`config.mk`:
```
export PLATFORM = sky130hd
export DESIGN_NAME = key_event_ctrl
export DESIGN_NICKNAME = d
export VERILOG_FILES = /design/src/rtl/key_event_pkg.sv /design/src/rtl/key_event_fsm.sv /design/src/rtl/key_event_ctrl.sv
export SDC_FILE = /design/constraint.sdc
export NUM_CORES = 1
export LEC_CHECK = 0
export CORE_UTILIZATION = 45
export CTS_BUF_LIST = sky130_fd_sc_hd__clkbuf_8 sky130_fd_sc_hd__clkbuf_16
export DETAILED_ROUTE_END_ITERATION = 10
export GPL_TIMING_DRIVEN = 0
export HOLD_SLACK_MARGIN = 0.06
export SKIP_LAST_GASP = 1
export SLEW_MARGIN = 20
export SYNTH_ARGS = -nofsm -noshare
export SYNTH_HDL_FRONTEND = slang
export SYNTH_SLANG_ARGS = --single-unit
```
`constraint.sdc`:
```
create_clock -name clk_i -period 2.7 [get_ports clk_i]
set_clock_uncertainty 0.15 [all_clocks]
set_input_delay 0.54 -clock clk_i [delete_from_list [all_inputs] [get_ports clk_i]]
set_output_delay 0.54 -clock clk_i [all_outputs]
set_load 0.05 [all_outputs]
```
`src/rtl/key_event_pkg.sv`:
```
// Shared types for the key press-event controller: event codes, per-key FSM
// states and the queued event record.
package key_event_pkg;

    typedef enum logic [1:0] {
        EV_SHORT   = 2'd0,
        EV_LONG    = 2'd1,
        EV_REPEAT  = 2'd2,
        EV_RELEASE = 2'd3
    } evt_e;

    typedef enum logic [1:0] {
        ST_IDLE = 2'd0,
        ST_HELD = 2'd1,
        ST_REPT = 2'd2
    } key_st_e;

    // Wide enough for the largest supported key count (16 keys).
    localparam int KEY_IDX_W = 4;

    typedef struct packed {
        logic [KEY_IDX_W-1:0] key;
        evt_e                 typ;
    } evt_rec_t;

    // Index width for n items, never narrower than one bit.
    function automatic int idx_w(input int n);
        return (n > 1) ? $clog2(n) : 1;
    endfunction

endpackage

```
`src/rtl/key_event_fsm.sv`:
```
// One key's press classifier (IDLE/HELD/REPT with tick-driven hold counter)
// and its one-entry pending event slot.
module key_event_fsm
    import key_event_pkg::*;
#(
    parameter int LONG_TICKS   = 500,
    parameter int REPEAT_TICKS = 100
) (
    input  logic clk_i,
    input  logic rst_i,
    input  logic tick_i,
    input  logic key_lvl_i,
    input  logic grant_i,
    output logic pend_o,
    output evt_e pend_type_o,
    output logic drop_o
);

    localparam int CNT_MAX = (LONG_TICKS > REPEAT_TICKS) ? LONG_TICKS : REPEAT_TICKS;
    localparam int CW      = $clog2(CNT_MAX + 1);
    localparam logic [CW-1:0] LONG_LAST = CW'(LONG_TICKS - 1);
    localparam logic [CW-1:0] REPT_LAST = CW'(REPEAT_TICKS - 1);
    localparam logic [CW-1:0] CNT_SAT   = CW'(CNT_MAX);

    key_st_e       state_q;
    logic [CW-1:0] cnt_q;
    logic          emit_q;
    evt_e          emit_type_q;
    logic          pend_q;
    evt_e          pend_type_q;
    logic          load;

    function automatic logic [CW-1:0] cnt_inc(input logic [CW-1:0] c);
        return (c == CNT_SAT) ? c : c + 1'b1;
    endfunction

    // A release seen on a threshold tick wins: only SHORT/RELEASE is emitted.
    always_ff @(posedge clk_i or posedge rst_i) begin
        if (rst_i) begin
            state_q     <= ST_IDLE;
            cnt_q       <= '0;
            emit_q      <= 1'b0;
            emit_type_q <= EV_SHORT;
        end else begin
            emit_q <= 1'b0;
            case (state_q)
                ST_IDLE: begin
                    if (key_lvl_i) begin
                        state_q <= ST_HELD;
                        cnt_q   <= '0;
                    end
                end
                ST_HELD: begin
                    if (!key_lvl_i) begin
                        state_q     <= ST_IDLE;
                        emit_q      <= 1'b1;
                        emit_type_q <= EV_SHORT;
                    end else if (tick_i) begin
                        if (cnt_q == LONG_LAST) begin
                            state_q     <= ST_REPT;
                            cnt_q       <= '0;
                            emit_q      <= 1'b1;
                            emit_type_q <= EV_LONG;
                        end else begin
                            cnt_q <= cnt_inc(cnt_q);
                        end
                    end
                end
                ST_REPT: begin
                    if (!key_lvl_i) begin
                        state_q     <= ST_IDLE;
                        emit_q      <= 1'b1;
                        emit_type_q <= EV_RELEASE;
                    end else if (tick_i) begin
                        if (cnt_q == REPT_LAST) begin
                            cnt_q       <= '0;
                            emit_q      <= 1'b1;
                            emit_type_q <= EV_REPEAT;
                        end else begin
                            cnt_q <= cnt_inc(cnt_q);
                        end
                    end
                end
                default: state_q <= ST_IDLE;
            endcase
        end
    end

    // A slot being granted this cycle is free for a new event on the same edge.
    assign drop_o = emit_q && pend_q && !grant_i;
    assign load   = emit_q && !drop_o;

    always_ff @(posedge clk_i or posedge rst_i) begin
        if (rst_i) begin
            pend_q <= 1'b0;
        end else if (load) begin
            pend_q <= 1'b1;
        end else if (grant_i) begin
            pend_q <= 1'b0;
        end
    end

    always_ff @(posedge clk_i) begin
        if (load) begin
            pend_type_q <= emit_type_q;
        end
    end

    assign pend_o      = pend_q;
    assign pend_type_o = pend_type_q;

endmodule

```
`src/rtl/key_event_ctrl.sv`:
```
// Multi-key press-event controller: shared tick, per-key classifiers,
// round-robin slot scheduler and a first-word-fall-through event queue.
module key_event_ctrl
    import key_event_pkg::*;
#(
    parameter int KEY_NUM      = 4,
    parameter int TICK_DIV     = 10,
    parameter int LONG_TICKS   = 500,
    parameter int REPEAT_TICKS = 100,
    parameter int FIFO_DEPTH   = 4,
    localparam int KW          = idx_w(KEY_NUM)
) (
    input  logic               clk_i,
    input  logic               rst_i,
    input  logic [KEY_NUM-1:0] key_lvl_i,
    output logic               evt_valid_o,
    input  logic               evt_ready_i,
    output logic [KW-1:0]      evt_key_o,
    output evt_e               evt_type_o,
    output logic               ovf_o,
    input  logic               ovf_clr_i
);

    localparam int TW   = idx_w(TICK_DIV);
    localparam int AW   = idx_w(FIFO_DEPTH);
    localparam int CNTW = AW + 1;
    localparam logic [TW-1:0]   TICK_LAST = TW'(TICK_DIV - 1);
    localparam logic [CNTW-1:0] FULL_CNT  = CNTW'(FIFO_DEPTH);

    logic [TW-1:0]      tick_q;
    logic               tick;
    logic [KEY_NUM-1:0] pend;
    logic [KEY_NUM-1:0] drop;
    logic [KEY_NUM-1:0] grant_vec;
    evt_e               pend_type [KEY_NUM];
    logic [KW-1:0]      last_q;
    logic [KW-1:0]      gnt_idx;
    logic [KW:0]        cand;
    logic               gnt_any;
    evt_rec_t           mem_q [FIFO_DEPTH];
    logic [AW-1:0]      wr_ptr_q;
    logic [AW-1:0]      rd_ptr_q;
    logic [CNTW-1:0]    count_q;
    logic               push;
    logic               pop;
    logic               can_push;
    logic               ovf_q;
    evt_rec_t           head;
    logic               unused_key_bits;

    assign tick = (tick_q == TICK_LAST);

    always_ff @(posedge clk_i or posedge rst_i) begin
        if (rst_i) begin
            tick_q <= '0;
        end else begin
            tick_q <= tick ? '0 : tick_q + 1'b1;
        end
    end

    for (genvar k = 0; k < KEY_NUM; k++) begin : g_key
        key_event_fsm #(
            .LONG_TICKS  (LONG_TICKS),
            .REPEAT_TICKS(REPEAT_TICKS)
        ) u_fsm (
            .clk_i      (clk_i),
            .rst_i      (rst_i),
            .tick_i     (tick),
            .key_lvl_i  (key_lvl_i[k]),
            .grant_i    (grant_vec[k]),
            .pend_o     (pend[k]),
            .pend_type_o(pend_type[k]),
            .drop_o     (drop[k])
        );
    end

    // A pop frees a slot on the same edge, so a full queue still accepts a push.
    assign pop      = evt_valid_o && evt_ready_i;
    assign can_push = (count_q != FULL_CNT) || pop;

    // Round-robin search starting just after the most recently granted key.
    always_comb begin
        gnt_any = 1'b0;
        gnt_idx = '0;
        cand    = '0;
        if (can_push) begin
            for (int i = 1; i <= KEY_NUM; i++) begin
                cand = {1'b0, last_q} + (KW+1)'(i);
                if (cand >= (KW+1)'(KEY_NUM)) begin
                    cand = cand - (KW+1)'(KEY_NUM);
                end
                if (!gnt_any && pend[cand[KW-1:0]]) begin
                    gnt_any = 1'b1;
                    gnt_idx = cand[KW-1:0];
                end
            end
        end
    end

    always_comb begin
        grant_vec = '0;
        if (gnt_any) begin
            grant_vec[gnt_idx] = 1'b1;
        end
    end

    assign push = gnt_any;

    always_ff @(posedge clk_i or posedge rst_i) begin
        if (rst_i) begin
            last_q <= KW'(KEY_NUM - 1);
        end else if (gnt_any) begin
            last_q <= gnt_idx;
        end
    end

    always_ff @(posedge clk_i or posedge rst_i) begin
        if (rst_i) begin
            wr_ptr_q <= '0;
            rd_ptr_q <= '0;
            count_q  <= '0;
        end else begin
            if (push) begin
                wr_ptr_q <= wr_ptr_q + 1'b1;
            end
            if (pop) begin
                rd_ptr_q <= rd_ptr_q + 1'b1;
            end
            case ({push, pop})
                2'b10:   count_q <= count_q + 1'b1;
                2'b01:   count_q <= count_q - 1'b1;
                default: count_q <= count_q;
            endcase
        end
    end

    always_ff @(posedge clk_i) begin
        if (push) begin
            mem_q[wr_ptr_q] <= '{key: KEY_IDX_W'(gnt_idx), typ: pend_type[gnt_idx]};
        end
    end

    always_ff @(posedge clk_i or posedge rst_i) begin
        if (rst_i) begin
            ovf_q <= 1'b0;
        end else if (ovf_clr_i) begin
            ovf_q <= 1'b0;
        end else if (|drop) begin
            ovf_q <= 1'b1;
        end
    end

    // Head is masked while empty so the outputs read zero out of reset.
    assign head            = mem_q[rd_ptr_q];
    assign unused_key_bits = ^head.key;
    assign evt_valid_o     = (count_q != '0);
    assign evt_key_o       = evt_valid_o ? head.key[KW-1:0] : '0;
    assign evt_type_o      = evt_valid_o ? head.typ : EV_SHORT;
    assign ovf_o           = ovf_q;

endmodule

```
==> summary.txt, run 1 <==
Run status
  • Status: complete, no violations

Drt
  • DRT Wirelength: 11000 um
  • Routed via count: about 4.3k
  • Via-to-Cell Ratio: around 5.7
  • Drc violations: 0
  • Initial drt markers: ~200
  • DRT Pass-1 Iters: 4
  • Wire per inst: roughly 15 um
  • Post-route ant nets: 0

Synthesis
  • Primary FF master, synth: dfrtp_1
  • Synth warnings: 0
  • FF+latch count, synth: 98
  • Synth Cell Area: between 5000 and 6000 um2
  • Mean post-synth cell area: 10.2 um2
  • Post-synth net total: 599
  • Synth unique cells: 76
  • Post-synthesis async set-or-reset flop share: 0.755
  • Seq/Total Area, Yosys: 0.452
  • Syn Inst Count: ~560
  • Post-synth EDFFs: 24

Setup path
  • Worst R2R End: g_key[2].u_fsm.cnt_q[7]
  • Reg2Reg Launch Point: g_key[2].u_fsm.state_q[1]
  • Delay-heaviest family, CP: buffers and inverters
  • Kind of critical path: input pin to flop
  • Largest stage delay, worst path: 0.47 ns
  • Instance count on the critical path: 10
  • Crit end category: flop
  • WP buf/inv: 3
  • Req. time, crit path: between 2 and 3 ns
  • Worst Reg-to-Reg Cells: 8
  • Worst-path maximum fanout: 8
  • CP Capture Point: count_q[2]
  • Worst setup startpoint: evt_ready_i
  • Reg2reg setup slack: about 0.13 ns
  • Worst EP arrival: roughly 2.7 ns
  • Crit path cell chain: clkdlybuf4s50_1, nor4b_4, a31oi_2, inv_1, ha_1, inv_1, fa_1, xor2_1, nor2_1, xor2_1
  • CP Launch Type: input pin
  • Crit-path slowest cell: clkdlybuf4s50_1

Global routing
  • Largest net degree at the start of global routing: 40
  • Remaining Overflow, GRT: 0
  • Initial antenna violation count: 0
  • Gr usage total: 0.186
  • Vias in the first global route: between 4k and 5k
  • Global-route wire length before repair: ~19000 um

Flow run
  • Max_cap viols: 0

Timing
  • Slew headroom: 0.512
  • # setup viols final: 0
  • Fin. Hold Viols: 0
  • Crit share post-route: 0.961
  • Actual slew at the worst max-slew pin: about 0.73 ns
  • Setup WS post-layout: approximately 0.11 ns
  • Minimum clock period: about 2.6 ns
  • RSZ-0062 raised after global routing: yes
  • Max Slew Vio Count: 0
  • WHS: about 0.29 ns
  • Fmax: between 0.3 and 0.4 GHz

Hold path
  • Hold crit path type: flop to flop

Power
  • Leakage: 2.66 nW
  • Worst vdd ir: around 0.54 mV
  • Power per cell area: a little over 1000 nW/um2

CTS
  • Skew-Pair Late Insertion Delay: 0.35 ns
  • CTS tree: built
  • Root Buffer: clkbuf_16
  • Maximum clock path buffer count: 2
  • Cts bufs inserted: 9
  • Hold buffers post-CTS: 0
  • Htree depth: 3
  • Clock sinks: ~100
  • Clock slew at reported path FFs: around 0.070 ns

Final layout
  • Area of the multi-input gates: just under 3000 um2
  • Total area of sequential cells: approximately 2600 um2
  • Area Growth Syn to Fin: 12.1%
  • Non-filler instance count after layout: 755
  • Layout cells sized above 1: 0.114
  • Final layout net count: between 600 and 700
  • Ant diodes: 0
  • Core Util, Final: 0.525
  • Fillers: around 1.1k
  • Final Cell Area: around 6400 um2

Placement
  • Place WS: -0.598 ns
  • Port bufs: 13
  • GPL Wtd Cong: around 0.86
  • Placed cells: approximately 740
  • Hpwl dp: between 8000 and 9000 um
  • Cell area after placement: roughly 6100 um2

Floorplan
  • Total die area: 13100 um2
  • Die X-Extent: 114 um
  • Die height: about 110 um
  • Ports: 14
  • Row count: 40
  • Initial Util: 0.468
  • Core region area: 12200 um2
## repair_timing
| action | CTS | global route |
|---|---|---|
| pin swaps | 1 | 0 |
| gates cloned | 0 | 0 |
| buffers inserted | 1 | 0 |
| setup endpoints to repair | 11 | 17 |
| gates resized for setup | 6 | 6 |
## cell type report
| class | instances | area share |
|---|---|---|
| plain buffers | 8 | 0.00588 |
| clock buffers | 10 | 0.0375 |
| clock inverters | 6 | 0.00765 |
| inverters | 48 | 0.0286 |
| multi-input cells | 402 | 0.459 |
| flip-flops and latches | 98 | 0.404 |
| well taps | 168 | 0.0329 |
| repair buffers | 15 | 0.0243 |
## registers in the layout (all words and copies together) (netlist names), 4 cells and up
signal and cells:
tick_q 4, g_key.u_fsm.emit_type_q 8, g_key.u_fsm.cnt_q 36, g_key.u_fsm.pend_type_o 8, g_key.u_fsm.state_q 8, g_key.u_fsm.emit_q 4, g_key.u_fsm.pend_o 4, mem_q 16
## routing by layer
metal	routed length (um)	track usage	vias up
met2	5140	0.294	75
met4	131	0.0511	0
met3	340	0.0498	10
met1	5410	0.253	2075
met5	0	0	-
li1	-	-	2118
## where the power goes
part | switching [mW] | internal, mW
Combinational | 1.69 | 1.15
Clock | 0.569 | 0.658
Sequential | 0.318 | 2.06
Total | 2.57 | 3.87
## layout by cell type (no fill, tap or decap), types with 11 or more instances in the layout
cell / netlist / layout
a21oi_1: 24 / 24
a22o_1: 16 / 16
and2_1: 14 / 14
dfrtp_1: 72 / 71
edfxtp_1: 24 / 24
ha_1: 33 / 33
inv_1: 47 / 46
mux2i_1: 11 / 11
nand2_1: 36 / 36
nand3_1: 24 / 24
nor2_1: 26 / 26
nor3_1: 12 / 12
o21ai_0: 36 / 35
## per-stage QoR
step	power, mW	setup TNS [ns]
after floorplan	4.54	0
after global placement	5.16	-93.55
after global routing	6.94	-0.0790
after detailed placement	5.27	-4.60
final	6.44	0
after CTS	6.50	-0.0812
## kinds of logic after synthesis
logic type      count (synthesis)  synth area share
fa+ha+maj                      34            0.0761
compound gates                156             0.193
simple gates                  182             0.178
xor+xnor                        7            0.0108
buf+inv                        57            0.0389
flops                          98             0.452
mux                            23            0.0517
## how the worst min path moves through the flow
| stage | start | to | slack, ns | cells past startpoint |
|---|---|---|---|---|
| 2_1_floorplan | g_key[1].u_fsm.emit_type_q[1] | g_key[1].u_fsm.pend_type_o[1] | 0.27 | 0 |
| 3_3_place_gp | g_key[1].u_fsm.emit_type_q[1] | g_key[1].u_fsm.pend_type_o[1] | 0.28 | 0 |
| 3_5_place_dp | g_key[1].u_fsm.emit_type_q[0] | g_key[1].u_fsm.pend_type_o[0] | 0.28 | 0 |
| 4_1_cts | g_key[1].u_fsm.emit_type_q[0] | g_key[1].u_fsm.pend_type_o[0] | 0.30 | 0 |
| 5_1_grt | g_key[1].u_fsm.emit_type_q[1] | g_key[1].u_fsm.pend_type_o[1] | 0.31 | 0 |
| 6_report | g_key[1].u_fsm.emit_type_q[0] | g_key[1].u_fsm.pend_type_o[0] | 0.29 | 0 |
## synth_stat cells (5+ instances only)
cell type	n	area share
nor3b_1	5	0.0066
a21o_1	5	0.0066
and3_1	7	0.0077
nand2b_1	8	0.0088
nor3_1	12	0.011
nand3_1	24	0.021
o21a_1	7	0.0092
nor2b_1	10	0.011
nand4_1	7	0.0077
and2_1	14	0.015
nand2_1	36	0.024
mux2i_1	11	0.019
ha_1	33	0.073
mux2_2	7	0.014
inv_1	47	0.031
or3_1	6	0.0066
a22o_1	16	0.025
a21oi_1	24	0.021
a31oi_1	11	0.012
nor4_1	5	0.0055
a31o_2	8	0.012
edfxtp_1	24	0.13
dfrtp_1	72	0.32
o21ai_0	36	0.032
clkbuf_1	5	0.0033
nor2_1	26	0.017
o31a_1	5	0.0077
(Power assumes the default switching activity.)
==> run 2, diff against run 1 <==
==> constraint.sdc (replaced) <==
create_clock -name clk_i -period 2.4 [get_ports clk_i]
set_clock_uncertainty 0.15 [all_clocks]
set_input_delay 0.48 -clock clk_i [delete_from_list [all_inputs] [get_ports clk_i]]
set_output_delay 0.48 -clock clk_i [all_outputs]
set_load 0.05 [all_outputs]
==> run 2 against run 1 <==
Count of clock-buffer cells in the layout is the same. Combinational power is 31% higher. Register-to-register slack got worse by 0.06 ns. Clock power rose by 28%. Die area stayed put. Utilization is 3.0 points higher. Via count increased by 1.8%. Sequential power up 13%. Critical path depth fell by 6. Largest power group unchanged.
==> summary.txt, run 2 (synthesized netlist as in run 1, its figures left out) <==
Drt
  • DRT Pass-1 Iters: 5
  • DRT Wirelength: about 12000 um
  • Drc violations: 0
  • Via-to-Cell Ratio: ~5.6
  • Post-route ant nets: 0
  • Initial drt markers: around 210
  • Wire per inst: about 15 um
  • Routed via count: between 4k and 5k

Hold path
  • Hold crit path type: flop to flop

Power
  • Sw power: ~3.1 mW
  • Comb pwr share: 0.465
  • Switch share: 0.387
  • Worst vdd ir: between 0.5 and 0.6 mV
  • Flop pwr share: 0.337
  • Clock Power Share: 0.198
  • Leakage: roughly 2.8 nW
  • Internal: between 4 and 5 mW
  • Final Total Pwr: around 8.0 mW
  • Power per cell area: 1180 nW/um2

Timing
  • Minimum clock period: approximately 2.4 ns
  • RSZ-0062 raised after global routing: yes
  • Fin. Hold Viols: 0
  • Actual slew at the worst max-slew pin: a little over 0.7 ns
  • WHS: 0.292 ns
  • Slew headroom: 0.517
  • Crit share post-route: 0.981
  • Fmax: approximately 0.42 GHz
  • TNS Setup: 0 ns
  • # setup viols final: 0
  • Setup WS post-layout: ~0.046 ns
  • Max Slew Vio Count: 0

Setup path
  • CP Launch Type: flop
  • Kind of critical path: flop to output port
  • Crit end category: output port
  • Worst EP arrival: 1.72 ns
  • Worst-path maximum fanout: 4
  • Req. time, crit path: 1.77 ns
  • Reg2reg setup slack: around 0.070 ns

CTS
  • CTS tree: built
  • Maximum clock path buffer count: 2
  • Htree depth: 3
  • Root Buffer: clkbuf_16
  • Clock sinks: 98
  • Cts bufs inserted: 9
  • Clock slew at reported path FFs: ~0.070 ns
  • Skew-Pair Late Insertion Delay: 0.35 ns

Final layout
  • Top flop regs: g_key.u_fsm.cnt_q (36), mem_q (16)
  • Core Util, Final: 0.554
  • Area of the multi-input gates: 3090 um2
  • Layout cells sized above 1: 0.193
  • Leading cell type in the layout, fill and taps excluded: dfrtp_1
  • Area Growth Syn to Fin: 18.5%
  • Commonest non-fill, non-tap cells in the layout: dfrtp_1 (69), inv_1 (43), nand2_1 (35)
  • Non-filler instance count after layout: slightly below 800
  • Ant diodes: 0
  • Largest register FFs: 36
  • Final Cell Area: between 6000 and 7000 um2
  • Reg with most FFs: g_key.u_fsm.cnt_q
  • Fillers: around 1.1k
  • Final layout net count: around 640
  • Total area of sequential cells: 2580 um2

Global routing
  • Global-route wire length before repair: roughly 20000 um
  • Initial antenna violation count: 0
  • Vias in the first global route: roughly 4.2k
  • Gr usage total: 0.191
  • Remaining Overflow, GRT: 0
  • Largest net degree at the start of global routing: 32

Floorplan
  • Initial Util: 0.468
  • Die height: 114 um
  • Ports: 14
  • Die X-Extent: approximately 110 um
  • Row count: 40
  • Core region area: between 10000 and 15000 um2
  • Total die area: 13100 um2

Placement
  • Place WS: -0.824 ns
  • Placed cells: 740
  • Hpwl dp: ~8200 um
  • GPL Wtd Cong: around 0.85
  • Cell area after placement: roughly 6100 um2
  • Port bufs: 13

Flow run
  • Max_cap viols: 0

Run status
  • Status: complete, no violations
## run 2: cell count changes in the layout (fill, tap and decap cells not counted), sizes merged
cell           change
dlymetal6s2s       -1
buf               +23
clkinvlp           -1
clkinv             +2
dlygate4sd2        -1
bufinv             +2
clkdlybuf4s50      -3
inv                -3
## run 2: area by class of cell
| cell class | count | share of cell area |
|---|---|---|
| Clock buffer | 10 | 0.0354 |
| Sequential cell | 98 | 0.382 |
| Inverter | 48 | 0.0273 |
| Timing Repair Buffer | 34 | 0.0462 |
| Tap cell | 168 | 0.0312 |
| Buffer | 7 | 0.00575 |
| Clock inverter | 6 | 0.0134 |
| Multi-Input combinational cell | 402 | 0.458 |
## run 2: worst max-delay path: stages (launching register included)
cell and delay [ns]:
dfrtp_2 0.41, buf_4 0.13, mux4_2 0.47, and2_1 0.16
buf_2 0.20
## run 2: per-layer routing
layer,vias to the layer above,track usage,share of wire
met5,-,0,0
met4,0,0.0554,0.0065
met3,8,0.0545,0.031
met2,52,0.316,0.49
met1,2141,0.245,0.47
li1,2155,-,-
## run 2: final timing paths
check	from	endpoint	depth (start not counted)
hold / removal	g_key[1].u_fsm.emit_type_q[0]	g_key[1].u_fsm.pend_type_o[0]	0
min in group asynchronous	rst_i	g_key[3].u_fsm.cnt_q[2]	2
hold reg to reg	g_key[1].u_fsm.emit_type_q[0]	g_key[1].u_fsm.pend_type_o[0]	0
max in group asynchronous	rst_i	last_q[1]	3
setup reg to reg	g_key[2].u_fsm.cnt_q[1]	g_key[2].u_fsm.emit_type_q[1]	6
setup / recovery	rd_ptr_q[0]	evt_key_o[0]	4
## run 2: power by group through the flow
stage          Clock (mW)  Sequential, mW  Combinational (mW)
2_1_floorplan           0            2.60                2.51
5_1_grt              1.71            2.75                4.08
6_report             1.58            2.68                3.71
3_3_place_gp            0            2.65                3.15
3_5_place_dp            0            2.68                3.25
4_1_cts              1.64            2.67                3.46
## run 2: what timing repair did
action,4_1_cts,5_1_grt
cloned,0,0
hold buffers,0,0
setup buffers,11,8
setup endpoints to repair,44,44
gates resized for setup,43,39
pin swaps,5,11
==> run 3, diff against run 2 <==
--- a/config.mk
+++ b/config.mk
@@ -5,11 +5,12 @@
 export SDC_FILE = /design/constraint.sdc
 export NUM_CORES = 1
 export LEC_CHECK = 0
-export CORE_UTILIZATION = 45
+export CORE_UTILIZATION = 50
 export CTS_BUF_LIST = sky130_fd_sc_hd__clkbuf_8 sky130_fd_sc_hd__clkbuf_16
 export DETAILED_ROUTE_END_ITERATION = 10
 export GPL_TIMING_DRIVEN = 0
 export HOLD_SLACK_MARGIN = 0.06
+export PLACE_DENSITY = 0.67
 export SKIP_LAST_GASP = 1
 export SLEW_MARGIN = 20
 export SYNTH_ARGS = -nofsm -noshare
==> run 3 against run 2 <==
Register-to-register slack worse by 0.02 ns. Sequential cell count stayed put. Non-clock buffer count is 1 higher. Global-route usage is 1.8 points higher. First-iteration DRC count is 21% higher. Largest cell class unchanged. Highest routed layer unchanged.
==> summary.txt, run 3 (synthesized netlist as in run 1, its figures left out) <==
Drt
  • Wire per inst: 15.6 um
  • Via-to-Cell Ratio: around 6
  • Drc violations: 0
  • Initial drt markers: about 260
  • DRT Wirelength: approximately 12000 um
  • DRT Pass-1 Iters: 5
  • Post-route ant nets: 0
  • Routed via count: about 4.5k

Timing
  • # setup viols final: 0
  • Slew headroom: 0.425
  • Minimum clock period: between 2 and 2.5 ns
  • Max Slew Vio Count: 0
  • Fin. Hold Viols: 0
  • TNS Setup: 0 ns
  • Actual slew at the worst max-slew pin: 0.856 ns
  • Crit share post-route: 0.990
  • RSZ-0062 raised after global routing: yes
  • Setup WS post-layout: ~0.024 ns
  • Fmax: 0.421 GHz

Floorplan
  • Die X-Extent: approximately 110 um
  • Initial Util: 0.518
  • Row count: 38
  • Ports: 14
  • Die height: ~110 um
  • Core region area: around 11000 um2
  • Total die area: about 12000 um2

Setup path
  • Worst Reg-to-Reg Cells: 7
  • Worst R2R End: g_key[0].u_fsm.cnt_q[0]
  • Reg2Reg Launch Point: g_key[0].u_fsm.cnt_q[0]
  • Crit end category: output port
  • Reg2reg setup slack: 0.05 ns
  • Req. time, crit path: ~1.8 ns
  • Worst-path maximum fanout: 4
  • Worst EP arrival: approximately 1.8 ns
  • Kind of critical path: flop to output port
  • CP Launch Type: flop
  • Worst setup startpoint: rd_ptr_q[0]

Placement
  • Place WS: -0.842 ns
  • GPL Wtd Cong: about 0.8
  • Port bufs: 13
  • Placed cells: roughly 710
  • Hpwl dp: around 8100 um

Global routing
  • Initial antenna violation count: 0
  • Largest net degree at the start of global routing: 21
  • Gr usage total: 0.209
  • Global-route wire length before repair: a little under 20000 um
  • Vias in the first global route: 4196
  • Remaining Overflow, GRT: 0

CTS
  • Clock slew at reported path FFs: 0.07 ns
  • Maximum clock path buffer count: 2
  • Cts bufs inserted: 9
  • Skew-Pair Late Insertion Delay: 0.35 ns
  • Htree depth: 3
  • Hold buffers post-CTS: 0
  • Clock sinks: 98
  • CTS tree: built
  • Root Buffer: clkbuf_16

Final layout
  • Ant diodes: 0
  • Reg with most FFs: g_key.u_fsm.cnt_q
  • Commonest non-fill, non-tap cells in the layout: dfrtp_1 (68), inv_1 (44), nand2_1 (35)
  • Area Growth Syn to Fin: 19.5%
  • Leading cell type in the layout, fill and taps excluded: dfrtp_1
  • Fillers: between 800 and 900
  • Layout cells sized above 1: 0.205
  • Final layout net count: approximately 640
  • Area of the multi-input gates: about 3200 um2
  • Core Util, Final: 0.619
  • Total area of sequential cells: 2580 um2
  • Top flop regs: g_key.u_fsm.cnt_q (36), mem_q (16)
  • Largest register FFs: 36
  • Non-filler instance count after layout: 746

Power
  • Leakage: 2.80 nW
  • Power per cell area: ~1200 nW/um2
  • Worst vdd ir: 0.871 mV

Hold path
  • Hold EP: g_key[1].u_fsm.pend_type_o[0]
  • Hold wc startpoint: g_key[1].u_fsm.emit_type_q[0]
  • Hold crit path type: flop to flop
  • WHS Path Cells: 0

Flow run
  • Max_cap viols: 0

Run status
  • Status: complete, no violations
-- run 3: power breakdown --
| part | total [mW] | internal [mW] | switching, mW |
|---|---|---|---|
| sequential | 2.68 | 2.32 | 0.359 |
| combinational | 3.79 | 1.66 | 2.14 |
| clock | 1.51 | 0.848 | 0.659 |
| total | 7.98 | 4.82 | 3.15 |
-- run 3: cell type report --
type                       instances  area share
buffer                             7     0.00773
tap                              140      0.0258
inverter                          48      0.0271
sequential                        98       0.379
clock buffer                      10      0.0351
clock inverter                     6      0.0105
timing repair buffer              35      0.0508
multi-input combinational        402       0.464
-- run 3: how the worst max path moves through the flow --
stage                     slack [ns]  cells after the start             to
after detailed placement       -0.84                     10     count_q[2]
after CTS                      -0.16                      3  evt_type_o[0]
after floorplan                 0.02                      9     count_q[2]
after global placement         -0.81                     10     count_q[2]
final                           0.02                      4  evt_type_o[0]
after global routing           -0.03                      4  evt_type_o[0]
-- run 3: worst max-delay path, stage by stage (launching register included) --
cell	delay [ns]
dfrtp_2	0.41
buf_12	0.12
mux4_2	0.48
and2_1	0.16
clkbuf_2	0.23
-- run 3: through the flow --
| step | total power, mW | area (um2) | hold WS, ns |
|---|---|---|---|
| finish | 7.98 | 6800 | 0.299 |
| global route | 8.52 | 6800 | 0.316 |
| CTS | 7.64 | 6530 | 0.296 |
| detailed placement | 5.94 | 6090 | 0.279 |
| global placement | 5.78 | 6010 | 0.282 |
| floorplan | 5.11 | 5700 | 0.269 |
-- run 3: what timing repair did --
action	CTS	global route
pin swaps	4	14
gates cloned	0	0
buffers inserted	8	11
gates resized for setup	44	45
endpoints found under the setup margin	43	41
-- run 3: routing by layer --
layer | vias to the layer above | GRT usage | share of wire
met5 | - | 0 | 0
met4 | 0 | 0.0898 | 0.019
met3 | 16 | 0.0323 | 0.040
met2 | 103 | 0.324 | 0.47
met1 | 2190 | 0.292 | 0.47
li1 | 2155 | - | -
